`src/rtl/sfx_event_sequencer_pkg.sv`:
```
// Shared constants for the sound-effect sequencer: event indices, note dividers and FSM states.
// Note dividers assume a 100 MHz clock (divider = f_clk / f_note).
package sfx_event_sequencer_pkg;

    localparam int EVT_JUMP  = 0;
    localparam int EVT_SCORE = 1;
    localparam int EVT_HIT   = 2;
    localparam int EVT_OVER  = 3;

    localparam int NOTE_REST = 0;
    localparam int NOTE_C4   = 382219;
    localparam int NOTE_D4   = 340530;
    localparam int NOTE_E4   = 303370;
    localparam int NOTE_F4   = 286344;
    localparam int NOTE_G4   = 255102;
    localparam int NOTE_A4   = 227273;
    localparam int NOTE_B4   = 202478;
    localparam int NOTE_C5   = 191113;
    localparam int NOTE_D5   = 170265;
    localparam int NOTE_E5   = 151685;
    localparam int NOTE_F5   = 143172;
    localparam int NOTE_G5   = 127551;
    localparam int NOTE_A5   = 113636;
    localparam int NOTE_B5   = 101239;

    typedef enum logic {
        ST_IDLE = 1'b0,
        ST_PLAY = 1'b1
    } sfx_state_t;

    // Index widths must stay at least one bit even for degenerate parameter choices.
    function automatic int clog2_min1(input int value);
        return (value > 1) ? $clog2(value) : 1;
    endfunction

endpackage

```
`src/rtl/sfx_event_sequencer_if.sv`:
```
// Control/status bundle between the game logic and the sound-effect sequencer.
interface sfx_event_sequencer_if #(
    parameter int N_EVT   = 4,
    parameter int DIV_W   = 22,
    parameter int VOL_MAX = 5
);
    import sfx_event_sequencer_pkg::*;

    localparam int EVT_W = clog2_min1(N_EVT);

    logic [N_EVT-1:0]   evt_trig;
    logic               mute;
    logic               vol_up;
    logic               vol_down;
    logic [DIV_W-1:0]   note_div;
    logic               playing;
    logic [EVT_W-1:0]   cur_evt;
    logic               sfx_done;
    logic [2:0]         vol;
    logic [VOL_MAX-1:0] led_vol;

    modport master (
        output evt_trig, mute, vol_up, vol_down,
        input  note_div, playing, cur_evt, sfx_done, vol, led_vol
    );

    modport slave (
        input  evt_trig, mute, vol_up, vol_down,
        output note_div, playing, cur_evt, sfx_done, vol, led_vol
    );

endinterface

```
`src/rtl/sfx_event_sequencer_rom.sv`:
```
// Combinational note table: (effect index, beat index) -> note divider; beats past 8 are rests.
module sfx_event_sequencer_rom
    import sfx_event_sequencer_pkg::*;
#(
    parameter int N_EVT   = 4,
    parameter int SEQ_LEN = 8,
    parameter int DIV_W   = 22
) (
    input  logic [clog2_min1(N_EVT)-1:0]   i_evt,
    input  logic [clog2_min1(SEQ_LEN)-1:0] i_beat,
    output logic [DIV_W-1:0]               o_div
);

    localparam int SEQ_JUMP  [8] = '{NOTE_C4, NOTE_E4, NOTE_G4, NOTE_C5,
                                     NOTE_E5, NOTE_G5, NOTE_C5, NOTE_REST};
    localparam int SEQ_SCORE [8] = '{NOTE_E5, NOTE_G5, NOTE_REST, NOTE_C5,
                                     NOTE_E5, NOTE_G5, NOTE_A5, NOTE_B5};
    localparam int SEQ_HIT   [8] = '{NOTE_G4, NOTE_F4, NOTE_E4, NOTE_D4,
                                     NOTE_C4, NOTE_REST, NOTE_C4, NOTE_REST};
    localparam int SEQ_OVER  [8] = '{NOTE_C5, NOTE_B4, NOTE_A4, NOTE_G4,
                                     NOTE_F4, NOTE_E4, NOTE_D4, NOTE_C4};

    logic [2:0] w_beat3;
    logic       w_beat_ok;
    int         w_note;

    assign w_beat3   = 3'(i_beat);
    assign w_beat_ok = (int'(i_beat) < 8);

    always_comb begin
        w_note = NOTE_REST;
        if (w_beat_ok) begin
            case (int'(i_evt))
                EVT_JUMP:  w_note = SEQ_JUMP[w_beat3];
                EVT_SCORE: w_note = SEQ_SCORE[w_beat3];
                EVT_HIT:   w_note = SEQ_HIT[w_beat3];
                EVT_OVER:  w_note = SEQ_OVER[w_beat3];
                default:   w_note = NOTE_REST;
            endcase
        end
    end

    assign o_div = DIV_W'(w_note);

endmodule

```
`src/rtl/sfx_event_sequencer.sv`:
```
// Sound-effect sequencer: edge-detected prioritised triggers, fixed-length note sequences,
// registered note divider with mute, and a saturating volume level with thermometer LEDs.
module sfx_event_sequencer
    import sfx_event_sequencer_pkg::*;
#(
    parameter int N_EVT    = 4,
    parameter int SEQ_LEN  = 8,
    parameter int BEAT_DIV = 4194304,
    parameter int DIV_W    = 22,
    parameter int VOL_MAX  = 5,
    parameter int VOL_RST  = 3
) (
    input  logic                 i_clk,
    input  logic                 i_rst_n,
    sfx_event_sequencer_if.slave io_sfx
);

    localparam int EVT_W  = clog2_min1(N_EVT);
    localparam int BEAT_W = clog2_min1(SEQ_LEN);
    localparam int CNT_W  = clog2_min1(BEAT_DIV);
    localparam logic [VOL_MAX-1:0] LED_RST = VOL_MAX'((1 << VOL_RST) - 1);

    sfx_state_t          r_state;
    logic [N_EVT-1:0]    r_evt_prev;
    logic [EVT_W-1:0]    r_cur_evt;
    logic [BEAT_W-1:0]   r_beat_idx;
    logic [CNT_W-1:0]    r_beat_cnt;
    logic                r_sfx_done;
    logic [DIV_W-1:0]    r_note_div;
    logic [2:0]          r_vol;
    logic [VOL_MAX-1:0]  r_led_vol;

    sfx_state_t          w_state_next;
    logic [N_EVT-1:0]    w_evt_rise;
    logic                w_any_rise;
    logic [EVT_W-1:0]    w_winner;
    logic [EVT_W-1:0]    w_cur_evt_next;
    logic [BEAT_W-1:0]   w_beat_idx_next;
    logic [CNT_W-1:0]    w_beat_cnt_next;
    logic                w_sfx_done_next;
    logic [DIV_W-1:0]    w_rom_div;
    logic [2:0]          w_vol_next;
    logic [VOL_MAX-1:0]  w_led_next;

    assign w_evt_rise = io_sfx.evt_trig & ~r_evt_prev;
    assign w_any_rise = |w_evt_rise;

    // Ascending scan so the highest set bit is the last one written.
    always_comb begin
        w_winner = '0;
        for (int i = 0; i < N_EVT; i++) begin
            if (w_evt_rise[i]) begin
                w_winner = EVT_W'(i);
            end
        end
    end

    always_ff @(posedge i_clk or negedge i_rst_n) begin
        if (!i_rst_n) begin
            r_state    <= ST_IDLE;
            r_evt_prev <= '1;
            r_cur_evt  <= '0;
            r_beat_idx <= '0;
            r_beat_cnt <= '0;
            r_sfx_done <= 1'b0;
        end else begin
            r_state    <= w_state_next;
            r_evt_prev <= io_sfx.evt_trig;
            r_cur_evt  <= w_cur_evt_next;
            r_beat_idx <= w_beat_idx_next;
            r_beat_cnt <= w_beat_cnt_next;
            r_sfx_done <= w_sfx_done_next;
        end
    end

    // A new or equal-priority trigger always wins over beat advance, including on the final beat.
    always_comb begin
        w_state_next    = r_state;
        w_cur_evt_next  = r_cur_evt;
        w_beat_idx_next = r_beat_idx;
        w_beat_cnt_next = r_beat_cnt;
        w_sfx_done_next = 1'b0;
        case (r_state)
            ST_IDLE: begin
                if (w_any_rise) begin
                    w_state_next    = ST_PLAY;
                    w_cur_evt_next  = w_winner;
                    w_beat_idx_next = '0;
                    w_beat_cnt_next = '0;
                end
            end
            ST_PLAY: begin
                if (w_any_rise && (w_winner >= r_cur_evt)) begin
                    w_cur_evt_next  = w_winner;
                    w_beat_idx_next = '0;
                    w_beat_cnt_next = '0;
                end else if (r_beat_cnt == CNT_W'(BEAT_DIV - 1)) begin
                    w_beat_cnt_next = '0;
                    if (r_beat_idx == BEAT_W'(SEQ_LEN - 1)) begin
                        w_state_next    = ST_IDLE;
                        w_beat_idx_next = '0;
                        w_sfx_done_next = 1'b1;
                    end else begin
                        w_beat_idx_next = r_beat_idx + 1'b1;
                    end
                end else begin
                    w_beat_cnt_next = r_beat_cnt + 1'b1;
                end
            end
            default: begin
                w_state_next = ST_IDLE;
            end
        endcase
    end

    sfx_event_sequencer_rom #(
        .N_EVT   (N_EVT),
        .SEQ_LEN (SEQ_LEN),
        .DIV_W   (DIV_W)
    ) u_rom (
        .i_evt  (r_cur_evt),
        .i_beat (r_beat_idx),
        .o_div  (w_rom_div)
    );

    always_ff @(posedge i_clk or negedge i_rst_n) begin
        if (!i_rst_n) begin
            r_note_div <= '0;
        end else begin
            r_note_div <= ((r_state != ST_PLAY) || io_sfx.mute) ? '0 : w_rom_div;
        end
    end

    // Simultaneous up/down cancel; both ends saturate.
    always_comb begin
        w_vol_next = r_vol;
        if (io_sfx.vol_up && !io_sfx.vol_down && (r_vol < 3'(VOL_MAX))) begin
            w_vol_next = r_vol + 3'd1;
        end else if (io_sfx.vol_down && !io_sfx.vol_up && (r_vol != 3'd0)) begin
            w_vol_next = r_vol - 3'd1;
        end
    end

    always_comb begin
        w_led_next = '0;
        for (int i = 0; i < VOL_MAX; i++) begin
            w_led_next[i] = (int'(w_vol_next) > i);
        end
    end

    always_ff @(posedge i_clk or negedge i_rst_n) begin
        if (!i_rst_n) begin
            r_vol     <= 3'(VOL_RST);
            r_led_vol <= LED_RST;
        end else begin
            r_vol     <= w_vol_next;
            r_led_vol <= w_led_next;
        end
    end

    assign io_sfx.note_div = r_note_div;
    assign io_sfx.playing  = (r_state == ST_PLAY);
    assign io_sfx.cur_evt  = r_cur_evt;
    assign io_sfx.sfx_done = r_sfx_done;
    assign io_sfx.vol      = r_vol;
    assign io_sfx.led_vol  = r_led_vol;

endmodule

```
`src/flat_wrapper.sv`:
```
// flat-port wrapper written by rule: the top's interface ports become plain ports
module sfx_event_sequencer_flat import sfx_event_sequencer_pkg::*;
#(
    parameter int N_EVT    = 4,
    parameter int SEQ_LEN  = 8,
    parameter int BEAT_DIV = 4194304,
    parameter int DIV_W    = 22,
    parameter int VOL_MAX  = 5,
    parameter int VOL_RST  = 3
)
  (i_clk, i_rst_n, io_sfx_evt_trig, io_sfx_mute, io_sfx_vol_up, io_sfx_vol_down, io_sfx_note_div, io_sfx_playing, io_sfx_cur_evt, io_sfx_sfx_done, io_sfx_vol, io_sfx_led_vol);
  sfx_event_sequencer_if #(.N_EVT(N_EVT), .DIV_W(DIV_W), .VOL_MAX(VOL_MAX)) io_sfx_i ();
  input  logic i_clk;
  input  logic i_rst_n;
  input wire logic [$bits(io_sfx_i.evt_trig)-1:0] io_sfx_evt_trig;
  input wire logic [$bits(io_sfx_i.mute)-1:0] io_sfx_mute;
  input wire logic [$bits(io_sfx_i.vol_up)-1:0] io_sfx_vol_up;
  input wire logic [$bits(io_sfx_i.vol_down)-1:0] io_sfx_vol_down;
  output wire logic [$bits(io_sfx_i.note_div)-1:0] io_sfx_note_div;
  output wire logic [$bits(io_sfx_i.playing)-1:0] io_sfx_playing;
  output wire logic [$bits(io_sfx_i.cur_evt)-1:0] io_sfx_cur_evt;
  output wire logic [$bits(io_sfx_i.sfx_done)-1:0] io_sfx_sfx_done;
  output wire logic [$bits(io_sfx_i.vol)-1:0] io_sfx_vol;
  output wire logic [$bits(io_sfx_i.led_vol)-1:0] io_sfx_led_vol;
  assign io_sfx_i.evt_trig = io_sfx_evt_trig;
  assign io_sfx_i.mute = io_sfx_mute;
  assign io_sfx_i.vol_up = io_sfx_vol_up;
  assign io_sfx_i.vol_down = io_sfx_vol_down;
  assign io_sfx_note_div = io_sfx_i.note_div;
  assign io_sfx_playing = io_sfx_i.playing;
  assign io_sfx_cur_evt = io_sfx_i.cur_evt;
  assign io_sfx_sfx_done = io_sfx_i.sfx_done;
  assign io_sfx_vol = io_sfx_i.vol;
  assign io_sfx_led_vol = io_sfx_i.led_vol;
  sfx_event_sequencer #(.N_EVT(N_EVT), .SEQ_LEN(SEQ_LEN), .BEAT_DIV(BEAT_DIV), .DIV_W(DIV_W), .VOL_MAX(VOL_MAX), .VOL_RST(VOL_RST)) u_core (.i_clk(i_clk), .i_rst_n(i_rst_n), .io_sfx(io_sfx_i));
endmodule
```
`config.mk`:
```
export PLATFORM = sky130hd
export DESIGN_NAME = sfx_event_sequencer_flat
export DESIGN_NICKNAME = d
export VERILOG_FILES = /design/src/rtl/sfx_event_sequencer_pkg.sv /design/src/rtl/sfx_event_sequencer_if.sv /design/src/rtl/sfx_event_sequencer_rom.sv /design/src/rtl/sfx_event_sequencer.sv /design/src/flat_wrapper.sv
export SDC_FILE = /design/constraint.sdc
export NUM_CORES = 1
export LEC_CHECK = 0
export CAP_MARGIN = 30
export CORE_MARGIN = 5
export CORE_UTILIZATION = 35
export CTS_CLUSTER_DIAMETER = 50
export DETAILED_ROUTE_END_ITERATION = 16
export PLACE_DENSITY = 0.59
export SYNTH_ARGS = -nofsm -noshare
export SYNTH_HDL_FRONTEND = slang
export SYNTH_HIERARCHICAL = 1
export SYNTH_SLANG_ARGS = --single-unit
```
`constraint.sdc`:
```
create_clock -name i_clk -period 1.9 [get_ports i_clk]
set_input_delay 0.38 -clock i_clk [delete_from_list [all_inputs] [get_ports i_clk]]
set_output_delay 0.38 -clock i_clk [all_outputs]
set_load 0.005 [all_outputs]
```
==> flow_summary.yaml <==
outcome:
  status: "finished, violations left"
  violations: "negative setup slack"
finish:
  final_cell_area_um2: 5250
  drive_gt1_share_pct: 23.7
  antenna_cells: 0
  synthToLayoutAreaGrowth_pct: 33.0
  fin_nets: 521
setup_path:
  cp_max_fo: 5
  r2r-start: "u_core/r_evt_prev[2]$_DFF_PN1_"
  cp.required_ns: 2.11
  r2r_cells: 9
  cp.arrival_ns: 2.22
  cp-start-kind: "register"
  critical_path_class: "reg2reg"
  rrSetupSlack_ns: -0.11
  rr_endpoint: "u_core/r_beat_cnt[18]$_DFFE_PN0P_"
  end_kind: "register"
die:
  start_util_pct: 36.1
  die_y_um: 116
  fp.dieArea_um2: 13500
  row_count: 38
  die_x_um: 116
  core-area_um2: 10900
  ios: 43
global_route:
  antenna_found_initial: 0
  grt_max_degree: 64
  track_usage_pct: 15.1
  gr-total-overflow: 0
  grt_pass1_vias: 3306
  grt_pass1_wl_um: 16200
yosys:
  yosysTopAreaCellShare_pct: 34.2
  yosys-top-cells-count: "dfrtp_1 (54), nor2_1 (39), nand2_1 (32)"
  postSynth.asyncResetShare_pct: 100
  syn_area_um2: 3950
  ys_seq_area_share_pct: 40.2
  syn_inst: 423
  synth_area_leader_cell: "dfrtp_1"
  synth_edf_count: 0
  ys_warn_count: 6
  synth.distinct_cells: 73
  synthMostInstantiatedCell: "dfrtp_1"
  synth_flop_cell: "dfrtp_1"
  synth.avg_cell_area_um2: 9.34
  synthTopCellsByArea: "dfrtp_1 (34%), ha_1 (6.0%), dfstp_2 (6.0%)"
  ys_ff_latch: 63
timing:
  finalWorstSetupSlack_ns: -0.113
  fmax_mhz: 497
  slew_headroom_pct: 66.3
  worstMarginPinSlew_ns: 0.500
  finalCritPeriodShare_pct: 106
  setup_viol: 22
  setup_tns_ns: -1.98
  clock-skew-final_ns: 0.00543
  rsz0062_at_grt: "true"
  drv_slew: 0
  period_needed_ns: 2.01
  finalHoldViolCount: 0
placed_design:
  dp_hpwl_um: 6580
  placed_cell_area_um2: 4720
  gp_congestion: 0.868
  io_buffers: 42
pwr:
  p_total_uw: 6390
  powerDensity_nw_per_um2: 1220
  clkPwrFrac_pct: 23.8
  p_seq_share_pct: 28.6
  p_leak_uw: 0.00232
  pwr-share-comb_pct: 47.6
  p_sw_uw: 2170
  internal_power_uw: 4220
  ir_worst_vdd_v: 0.000490
  swShare_pct: 33.9
cts:
  cts_root_buf: "clkbuf_16"
  cts.sinks: 63
  clk_pin_slew_ns: 0.05
  clk_latency_ns: 0.33
  cts_tree: "done"
  cts_buffers: 9
  cts_buffer_depth: 2
  h-tree-depth: 3
drt:
  wl_um: 10200
  first_pass_iters: 6
  drtIter0Drc: 245
  final_antenna_net_count: 0
  via_per_inst: 5.39
  wl_per_cell_um: 16.0
  dr_total_vias: 3440
  route.detailed.drc: 0
job:
  cap_violations: 0
min_path:
  min_path_type: "in2async"
## power by group through the flow
| stage | Sequential [uW] | Combinational, uW | Clock (uW) |
|---|---|---|---|
| finish | 1820 | 3040 | 1520 |
| global route | 1870 | 3290 | 1630 |
| CTS | 1810 | 2750 | 1570 |
| detailed placement | 1820 | 2620 | 0 |
| global placement | 1810 | 2600 | 0 |
| floorplan | 1860 | 1510 | 0 |
## worst max-delay path, stage by stage (launching register included)
cell and delay (ns):
dfstp_2 0.53, nand2b_4 0.14, buf_4 0.12, nand2b_4 0.06
ha_4 0.27, a21oi_4 0.06, o21a_4 0.21, a21oi_4 0.26
clkbuf_16 0.20, a21oi_2 0.03
## layout by cell type (no fill, tap or decap), types with 5 or more instances in the layout
master	instances
or3_1	6
clkbuf_16	11
nor2b_1	5
nand3_1	7
o211ai_1	8
o21ai_1	10
ha_1	17
and2_1	24
nor3_1	5
nand2b_1	8
a211oi_1	5
o2111ai_1	7
dfrtp_1	51
nor2_1	36
o21ai_0	14
nand4_1	5
clkdlybuf4s50_1	37
inv_1	11
nand2_1	31
a21oi_1	26
dfstp_2	9
xor2_1	15
buf_4	39
## repair_timing
action                                  4_1_cts  5_1_grt
resized for setup                             7       25
buffers inserted                              1        3
cloned                                        1        3
endpoints found under the setup margin       26       35
pin swaps                                     0       10
hold buffers                                  0        0
## metal layers
layer | part of all wire (%) | up-vias | wire, um | global-route usage [%]
met5 | 0 | - | 0 | 0
met4 | 1.5 | 0 | 155 | 6.03
met3 | 6.1 | 15 | 620 | 3.26
met2 | 47 | 115 | 4740 | 23.6
met1 | 46 | 1675 | 4680 | 20.4
li1 | - | 1635 | - | -
## sequential cells by signal, indices dropped and copies added (netlist names)
register and flops:
u_core/r_beat_cnt 22, u_core/r_evt_prev 4, u_core/io_sfx.cur_evt 2, u_core/io_sfx.sfx_done 1, u_core/io_sfx.playing 1, u_core/io_sfx.note_div 22, u_core/io_sfx.vol 3, u_core/io_sfx.led_vol 5
u_core/r_beat_idx 3
## how the worst max path moves through the flow
stage | startpoint | to | slack [ns] | cells after the start
after floorplan | u_core/r_evt_prev[3]$_DFF_PN1_ | u_core/r_beat_cnt[15]$_DFFE_PN0P_ | 0.03 | 7
after global placement | io_sfx_evt_trig[1] | u_core/r_beat_cnt[10]$_DFFE_PN0P_ | -0.49 | 10
after detailed placement | io_sfx_evt_trig[1] | u_core/r_beat_cnt[10]$_DFFE_PN0P_ | -0.52 | 10
after CTS | u_core/r_evt_prev[2]$_DFF_PN1_ | u_core/r_beat_cnt[10]$_DFFE_PN0P_ | -0.06 | 9
after global routing | u_core/r_evt_prev[2]$_DFF_PN1_ | u_core/r_beat_cnt[18]$_DFFE_PN0P_ | -0.18 | 9
final | u_core/r_evt_prev[2]$_DFF_PN1_ | u_core/r_beat_cnt[18]$_DFFE_PN0P_ | -0.11 | 9
## final cells by class
| class | count | area (um2) |
|---|---|---|
| clock inverter | 3 | 17.5 |
| timing repair buffer | 89 | 892 |
| tap | 140 | 175 |
| multi-input combinational | 315 | 2250 |
| clock buffer | 13 | 260 |
| fill | 1026 | 5690 |
| inverter | 15 | 58.8 |
| sequential | 63 | 1590 |
## cell families after synthesis
group,synth area share [%]
buffers and inverters,6.15
DFF,40.2
adders and majority gates,6.02
xor gates and xnor gates,3.99
AOI/OAI and AO/OA,19.0
and+or+nand+nor,22.1
muxes,2.44
other,0.0950
## metrics by stage
| step | hold slack [ns] | utilization, % | cells | setup WS (ns) |
|---|---|---|---|---|
| final | 0.0474 | 48.0 | 638 | -0.113 |
| after global routing | 0.0849 | 48.0 | 638 | -0.176 |
| after CTS | 0.0721 | 46.3 | 632 | -0.0569 |
| after detailed placement | 0.428 | 43.2 | 614 | -0.517 |
| after global placement | 0.415 | 43.1 | 613 | -0.486 |
| after floorplan | 0.0844 | - | 425 | 0.0273 |
Power figures use the tool's default switching activity.
